[src/rtl/calc_bank_if.sv]
// calc_bank_if: button/switch/LED bundle for the calc_bank accumulator unit.
// master drives the buttons, operand and index; slave (the bank) drives the
// LED view and the status flags.
interface calc_bank_if #(
  parameter int WIDTH = 16,
  parameter int DEPTH = 4
) ();
  localparam int SW = $clog2(DEPTH);

  logic             btnl;
  logic             btnc;
  logic             btnr;
  logic             btnd;
  logic             btnu;
  logic [WIDTH-1:0] sw;
  logic [SW-1:0]    sel;
  logic [WIDTH-1:0] led;
  logic             busy;
  logic             ovf;

  modport master (
    output btnl, btnc, btnr, btnd, btnu, sw, sel,
    input  led, busy, ovf
  );

  modport slave (
    input  btnl, btnc, btnr, btnd, btnu, sw, sel,
    output led, busy, ovf
  );
endinterface

[src/rtl/calc_bank.sv]
// calc_bank: a bank of DEPTH signed accumulators driven by push buttons.
// btnd starts a three-state execute (IDLE -> EXEC -> WRITE) that applies
// op = {btnl,btnc,btnr} to accumulator[sel] with operand sw; btnu clears
// accumulator[sel]. Both buttons act on rising edges only, and edges seen
// while an execute is in flight are dropped.
// Optional feature: define CALC_BANK_UNDO_EN to add one shadow register per
// accumulator; a btnu edge while btnd is held then restores the value the
// accumulator had before its last write or clear.
module calc_bank #(
  parameter int WIDTH = 16,
  parameter int DEPTH = 4
) (
  input  logic       clk,
  input  logic       rst,
  calc_bank_if.slave bus
);
  localparam int SW  = $clog2(DEPTH);
  localparam int SHW = $clog2(WIDTH);

  typedef enum logic [1:0] {
    IDLE  = 2'd0,
    EXEC  = 2'd1,
    WRITE = 2'd2
  } state_t;

  // Modulo-2^WIDTH ALU; shift amount is the low log2(WIDTH) bits of b.
  function automatic logic signed [WIDTH-1:0] alu_res(
    input logic [2:0]              op,
    input logic signed [WIDTH-1:0] a,
    input logic signed [WIDTH-1:0] b
  );
    logic [SHW-1:0] sh;
    sh = b[SHW-1:0];
    case (op)
      3'b000:  alu_res = a & b;
      3'b001:  alu_res = a | b;
      3'b010:  alu_res = a + b;
      3'b011:  alu_res = a - b;
      3'b100:  alu_res = a ^ b;
      3'b101:  alu_res = a << sh;
      3'b110:  alu_res = a >> sh;
      default: alu_res = a >>> sh;
    endcase
  endfunction

  // Signed overflow of ADD/SUB from operand and result sign bits; every
  // other op reports no overflow.
  function automatic logic alu_ovf(
    input logic [2:0]              op,
    input logic signed [WIDTH-1:0] a,
    input logic signed [WIDTH-1:0] b,
    input logic signed [WIDTH-1:0] r
  );
    case (op)
      3'b010:  alu_ovf = (a[WIDTH-1] == b[WIDTH-1]) && (r[WIDTH-1] != a[WIDTH-1]);
      3'b011:  alu_ovf = (a[WIDTH-1] != b[WIDTH-1]) && (r[WIDTH-1] != a[WIDTH-1]);
      default: alu_ovf = 1'b0;
    endcase
  endfunction

  state_t                  state;
  logic                    busy_r;
  logic                    ovf_r;
  logic                    prev_d;
  logic                    prev_u;

  logic [2:0]              op_p0;
  logic signed [WIDTH-1:0] b_p0;
  logic [SW-1:0]           sel_p0;

  logic signed [WIDTH-1:0] res_p1;
  logic                    ovf_p1;

  logic signed [WIDTH-1:0] acc [DEPTH];

  logic                    d_edge;
  logic                    u_edge;
  logic                    clr_fire;
  logic                    exe_fire;
  logic signed [WIDTH-1:0] a_sel;
  logic signed [WIDTH-1:0] res_c;
  logic                    ovf_c;
  logic signed [WIDTH-1:0] restore_val;

  assign d_edge   = bus.btnd & ~prev_d;
  assign u_edge   = bus.btnu & ~prev_u;
  assign clr_fire = (state == IDLE) & u_edge;
  // A clear edge takes priority over a simultaneous execute edge.
  assign exe_fire = (state == IDLE) & d_edge & ~u_edge;

  assign a_sel = acc[sel_p0];
  assign res_c = alu_res(op_p0, a_sel, b_p0);
  assign ovf_c = alu_ovf(op_p0, a_sel, b_p0, res_c);

`ifdef CALC_BANK_UNDO_EN
  logic signed [WIDTH-1:0] shadow [DEPTH];
  logic                    undo_fire;
  logic                    wr_fire;

  // Holding btnd turns a clear into an undo from the shadow copy.
  assign undo_fire   = clr_fire & bus.btnd;
  assign wr_fire     = (state == WRITE);
  assign restore_val = undo_fire ? shadow[bus.sel] : '0;

  // Shadow keeps the pre-write value of each accumulator; an undo leaves it alone.
  always_ff @(posedge clk or posedge rst) begin
    if (rst) begin
      for (int i = 0; i < DEPTH; i++) shadow[i] <= '0;
    end else if (clr_fire && !undo_fire) begin
      shadow[bus.sel] <= acc[bus.sel];
    end else if (wr_fire) begin
      shadow[sel_p0] <= acc[sel_p0];
    end
  end
`else
  assign restore_val = '0;
`endif

  assign bus.led  = acc[bus.sel];
  assign bus.busy = busy_r;
  assign bus.ovf  = ovf_r;

  // Button history for rising-edge detection; runs every cycle, busy or not.
  always_ff @(posedge clk or posedge rst) begin
    if (rst) begin
      prev_d <= 1'b0;
      prev_u <= 1'b0;
    end else begin
      prev_d <= bus.btnd;
      prev_u <= bus.btnu;
    end
  end

  // Control FSM with operand capture, ALU result register and bank writes.
  always_ff @(posedge clk or posedge rst) begin
    if (rst) begin
      state  <= IDLE;
      busy_r <= 1'b0;
      ovf_r  <= 1'b0;
      op_p0  <= '0;
      b_p0   <= '0;
      sel_p0 <= '0;
      res_p1 <= '0;
      ovf_p1 <= 1'b0;
      for (int i = 0; i < DEPTH; i++) acc[i] <= '0;
    end else begin
      case (state)
        // p0: operands frozen at the execute edge
        IDLE: begin
          if (clr_fire) begin
            acc[bus.sel] <= restore_val;
            ovf_r        <= 1'b0;
          end else if (exe_fire) begin
            op_p0  <= {bus.btnl, bus.btnc, bus.btnr};
            b_p0   <= $signed(bus.sw);
            sel_p0 <= bus.sel;
            state  <= EXEC;
            busy_r <= 1'b1;
          end
        end
        // p1: ALU result and overflow registered
        EXEC: begin
          res_p1 <= res_c;
          ovf_p1 <= ovf_c;
          state  <= WRITE;
        end
        // p2: result committed to the bank
        WRITE: begin
          acc[sel_p0] <= res_p1;
          ovf_r       <= ovf_p1;
          state       <= IDLE;
          busy_r      <= 1'b0;
        end
        default: begin
          state  <= IDLE;
          busy_r <= 1'b0;
        end
      endcase
    end
  end
endmodule
[src/flat_wrapper.sv]
// flat-port wrapper written by rule: the top's interface ports become plain ports
module calc_bank_flat 
#(
  parameter int WIDTH = 16,
  parameter int DEPTH = 4
)
  (clk, rst, bus_btnl, bus_btnc, bus_btnr, bus_btnd, bus_btnu, bus_sw, bus_sel, bus_led, bus_busy, bus_ovf);
  calc_bank_if #(.WIDTH(WIDTH), .DEPTH(DEPTH)) bus_i ();
  input  logic clk;
  input  logic rst;
  input wire logic [$bits(bus_i.btnl)-1:0] bus_btnl;
  input wire logic [$bits(bus_i.btnc)-1:0] bus_btnc;
  input wire logic [$bits(bus_i.btnr)-1:0] bus_btnr;
  input wire logic [$bits(bus_i.btnd)-1:0] bus_btnd;
  input wire logic [$bits(bus_i.btnu)-1:0] bus_btnu;
  input wire logic [$bits(bus_i.sw)-1:0] bus_sw;
  input wire logic [$bits(bus_i.sel)-1:0] bus_sel;
  output wire logic [$bits(bus_i.led)-1:0] bus_led;
  output wire logic [$bits(bus_i.busy)-1:0] bus_busy;
  output wire logic [$bits(bus_i.ovf)-1:0] bus_ovf;
  assign bus_i.btnl = bus_btnl;
  assign bus_i.btnc = bus_btnc;
  assign bus_i.btnr = bus_btnr;
  assign bus_i.btnd = bus_btnd;
  assign bus_i.btnu = bus_btnu;
  assign bus_i.sw = bus_sw;
  assign bus_i.sel = bus_sel;
  assign bus_led = bus_i.led;
  assign bus_busy = bus_i.busy;
  assign bus_ovf = bus_i.ovf;
  calc_bank #(.WIDTH(WIDTH), .DEPTH(DEPTH)) u_core (.clk(clk), .rst(rst), .bus(bus_i));
endmodule
[config.mk]
export PLATFORM = sky130hd
export DESIGN_NAME = calc_bank_flat
export DESIGN_NICKNAME = d
export VERILOG_FILES = /design/src/rtl/calc_bank_if.sv /design/src/rtl/calc_bank.sv /design/src/flat_wrapper.sv
export SDC_FILE = /design/constraint.sdc
export NUM_CORES = 1
export LEC_CHECK = 0
export ABC_CLOCK_PERIOD_IN_PS = 4800
export CELL_PAD_IN_SITES_DETAIL_PLACEMENT = 1
export CELL_PAD_IN_SITES_GLOBAL_PLACEMENT = 1
export CORE_MARGIN = 1
export CORE_UTILIZATION = 30
export CTS_CLUSTER_DIAMETER = 60
export DETAILED_ROUTE_END_ITERATION = 12
export PLACE_DENSITY = 0.59
export SETUP_SLACK_MARGIN = 0.02
export SLEW_MARGIN = 20
export SYNTH_ARGS = -nofsm -noshare
export SYNTH_HDL_FRONTEND = slang
export SYNTH_SLANG_ARGS = --single-unit
[constraint.sdc]
create_clock -name clk -period 4.8 [get_ports clk]
set_input_delay 0.96 -clock clk [delete_from_list [all_inputs] [get_ports clk]]
set_output_delay 0.96 -clock clk [all_outputs]
set_load 0.03 [all_outputs]
==> impl_results.md <==
- DP Worst Slack: between 0.8 and 0.9 ns
- Slew Limit Headroom: roughly 32%
- Die height: ~170 um
- Crit path kind: reg2reg
- Synth top area share: a little under a third
- Router iterations before antenna repair: 5
- Syn Std Cell Area: 8540 um^2
- Die X: 171 um
- Num CTS Buffers: 9
- Post-CTS sizing: 0
- Met1 usage: 31.7%
- Vias per inst: between 5 and 6
- Gpl congestion: 0.904
- Synthesized area per cell: 9.61 um^2
- Max_cap viols: 0
- Core Rows: between 60 and 70
- RSZ-0062 raised after global routing: false
- Layout cells sized above 1: a little over an eighth
- DRC viols: 0
- Core area: 27900 um^2
- Vias in the first global route: 7817
- Ys Warns: 0
- Max Clock Skew: 0.0133 ns
- LEAKAGE: 4.07 nW
- Area Overhead vs Synth: 13.7%
- Fillcell total: between 3000 and 4000
- CTS tree: built
- First-pass GRT wire length: about 49000 um
- H-tree levels: 3
- Final Setup Violations: 0
- Max Freq: between 0.2 and 0.3 GHz
- Initial antenna violation count: 0
- CTS Sinks: 108
- Most area-hungry cell type in the Yosys netlist: dfrtp_1
- IO Count: 43
- Sequential cell area: 2700 um^2
- CP required: 5.10 ns
- Commonest cells after routing, fill and taps aside: 108 x dfrtp_1, 85 x nand2_1, 66 x nor2_1
- Crit path DAT: around 4.3 ns
- CTS root buf: clkbuf_16
- Tcrit/Tclk final: roughly 83%
- Worst Hold Class: reg2reg
- CTS Hold Buffers Added: 0
- Crit end category: flop
- Seq cells post-synth: between 100 and 150
- Synth area leaders: dfrtp_1 32%, mux4_2 11%, ha_1 7.3%, a22o_1 6.6%, mux2i_1 4.5%
- CTS max path bufs: 2
- Total power: approximately 5 mW
- Synthesized instance count: 889
- Post-synthesis cell type count: between 60 and 70
- GR Util met3: under 10%
- Commonest non-fill, non-tap cell in the layout: dfrtp_1
- Largest net degree at the start of global routing: a little over 60
- Status: complete, no violations
- Final Critical Period: 4.00 ns
- Tot GR Track Use: 22.3%
- Syn_nets: 965
- Multi-input gate area: roughly 5400 um^2
- Die area: roughly 30000 um^2
- Fin. Hold Viols: 0
- Via count: ~7600
- Power density cells: ~530 nW/um^2
- Seq/Total Area, Yosys: approximately a third
- # nets final: just under 1000
- Post-CTS Setup Bufs: 0
- Drt wl/cell: roughly 24 um
- Worst slew pin tran: approximately 1 ns
- Post-synthesis async set-or-reset flop share: between 90% and 100%
- Met2 Use GR: 35.9%
- Most Crowded Layer GR: met2
- Setup_tns: 0 ns
- Worst setup margin: about 0.80 ns
- Final Core Density: roughly a third
- Ant. Diodes: 0
- PortBufs: 42
- Most used DFF post-synth: dfrtp_1
- DRT iter0 DRCs: about 630
- DPL Wire Length: 22300 um
- Global route overflow: 0
- Slew Viols, Final: 0
- Peak supply drop: 198 uV
- Worst skew pair latency: approximately 0.36 ns
- Antenna Nets Post-Route: 0
- Clock Pin Slew Worst Setup and Hold Paths: 0.09 ns
- Number of synthesized flops with an enable pin: 0
- Startpoint types: flop
- Final WL: between 30000 and 40000 um
- Initial Util: 30.6%
- Max Fanout on Critical Path: 18
[Yosys cell counts (4+ instances only)]
cell type and n:
a22o_1 64, nor4_1 4, mux4_2 40, xnor2_1 17, o21ai_1 10, a21oi_1 41
inv_1 35, mux2i_1 38, and2_1 5, a31oi_1 15, nand2_1 85, a221oi_1 5
o211ai_1 6, nor2_1 66, nand2b_1 10, nor2b_1 6, dfrtp_1 108, o221ai_1 6
o22ai_1 8, nor3_1 19, buf_6 6, nand3_1 13, ha_1 50, clkbuf_1 41
a211oi_1 15, mux2_2 23, buf_2 7, o21a_1 5, buf_1 8, o21ai_0 61
o22a_1 4, a21o_1 5, or3_1 4
[critical path: stages, from the launching register on]
cell and delay [ns]:
dfrtp_1 0.71, buf_4 0.39, mux4_2 0.64, ha_1 0.38, nor2_1 0.07, nor3b_1 0.41, o211ai_1 0.24, a31oi_1 0.31
mux2i_1 0.18, or4_1 0.51, nand3_1 0.09
[cell type report]
cell class	count	area share, %
multi-input combinational	681	55.8
sequential	108	27.8
timing repair buffer	73	6.85
tap	378	4.87
clock buffer	9	2.32
inverter	38	1.49
clock inverter	7	0.824
[worst paths after layout]
path | from | to | slack (ns) | depth (start not counted)
worst max-delay path | u_core.sel_p0[1] | u_core.ovf_p1 | 0.80 | 10
worst min-delay path | u_core.acc[29] | u_core.acc[29] | 0.53 | 1
worst max register to register | u_core.sel_p0[1] | u_core.ovf_p1 | 0.80 | 10
worst min register to register | u_core.acc[29] | u_core.acc[29] | 0.53 | 1
max in group asynchronous | rst | u_core.res_p1[1] | 2.91 | 3
min in group asynchronous | rst | u_core.acc[63] | 1.12 | 2
[stage by stage]
| stage | instance area, um^2 | hold slack (ns) | instances |
|---|---|---|---|
| 2_1_floorplan | 8540 | 0.439 | 889 |
| 3_3_place_gp | 9410 | 0.506 | 1278 |
| 3_5_place_dp | 9410 | 0.501 | 1278 |
| 4_1_cts | 9720 | 0.530 | 1294 |
| 5_1_grt | 9720 | 0.546 | 1294 |
| 6_report | 9720 | 0.535 | 1294 |
[sequential cells by signal (all words and copies together), names as in the netlist]
signal	flops
u_core.bus.ovf	1
u_core.bus.busy	1
u_core.ovf_p1	1
u_core.prev_u	1
u_core.acc	64
u_core.state	2
u_core.b_p0	16
u_core.prev_d	1
u_core.res_p1	16
u_core.op_p0	3
u_core.sel_p0	2
[cell families after synthesis]
group | synth area share [%]
AO/OA/AOI/OAI | 22.5
multiplexers | 18.6
AND/OR/NAND/NOR | 12.3
XOR/XNOR | 2.33
adder cells (fa/ha/maj) | 7.56
flip-flops | 31.6
buffers and inverters | 5.02
[layer usage]
layer | part of all wire (%) | vias to the layer above
met4 | 1.5 | 0
li1 | - | 3395
met2 | 47 | 216
met1 | 46 | 3934
met5 | 0 | -
met3 | 4.6 | 30
[power breakdown]
part / switching, mW / total [mW] / internal [mW]
registers: 0.359 / 1.53 / 1.18
clock network: 0.432 / 0.807 / 0.375
logic: 1.59 / 2.77 / 1.18
No activity file was read; power rests on OpenSTA's default activity.
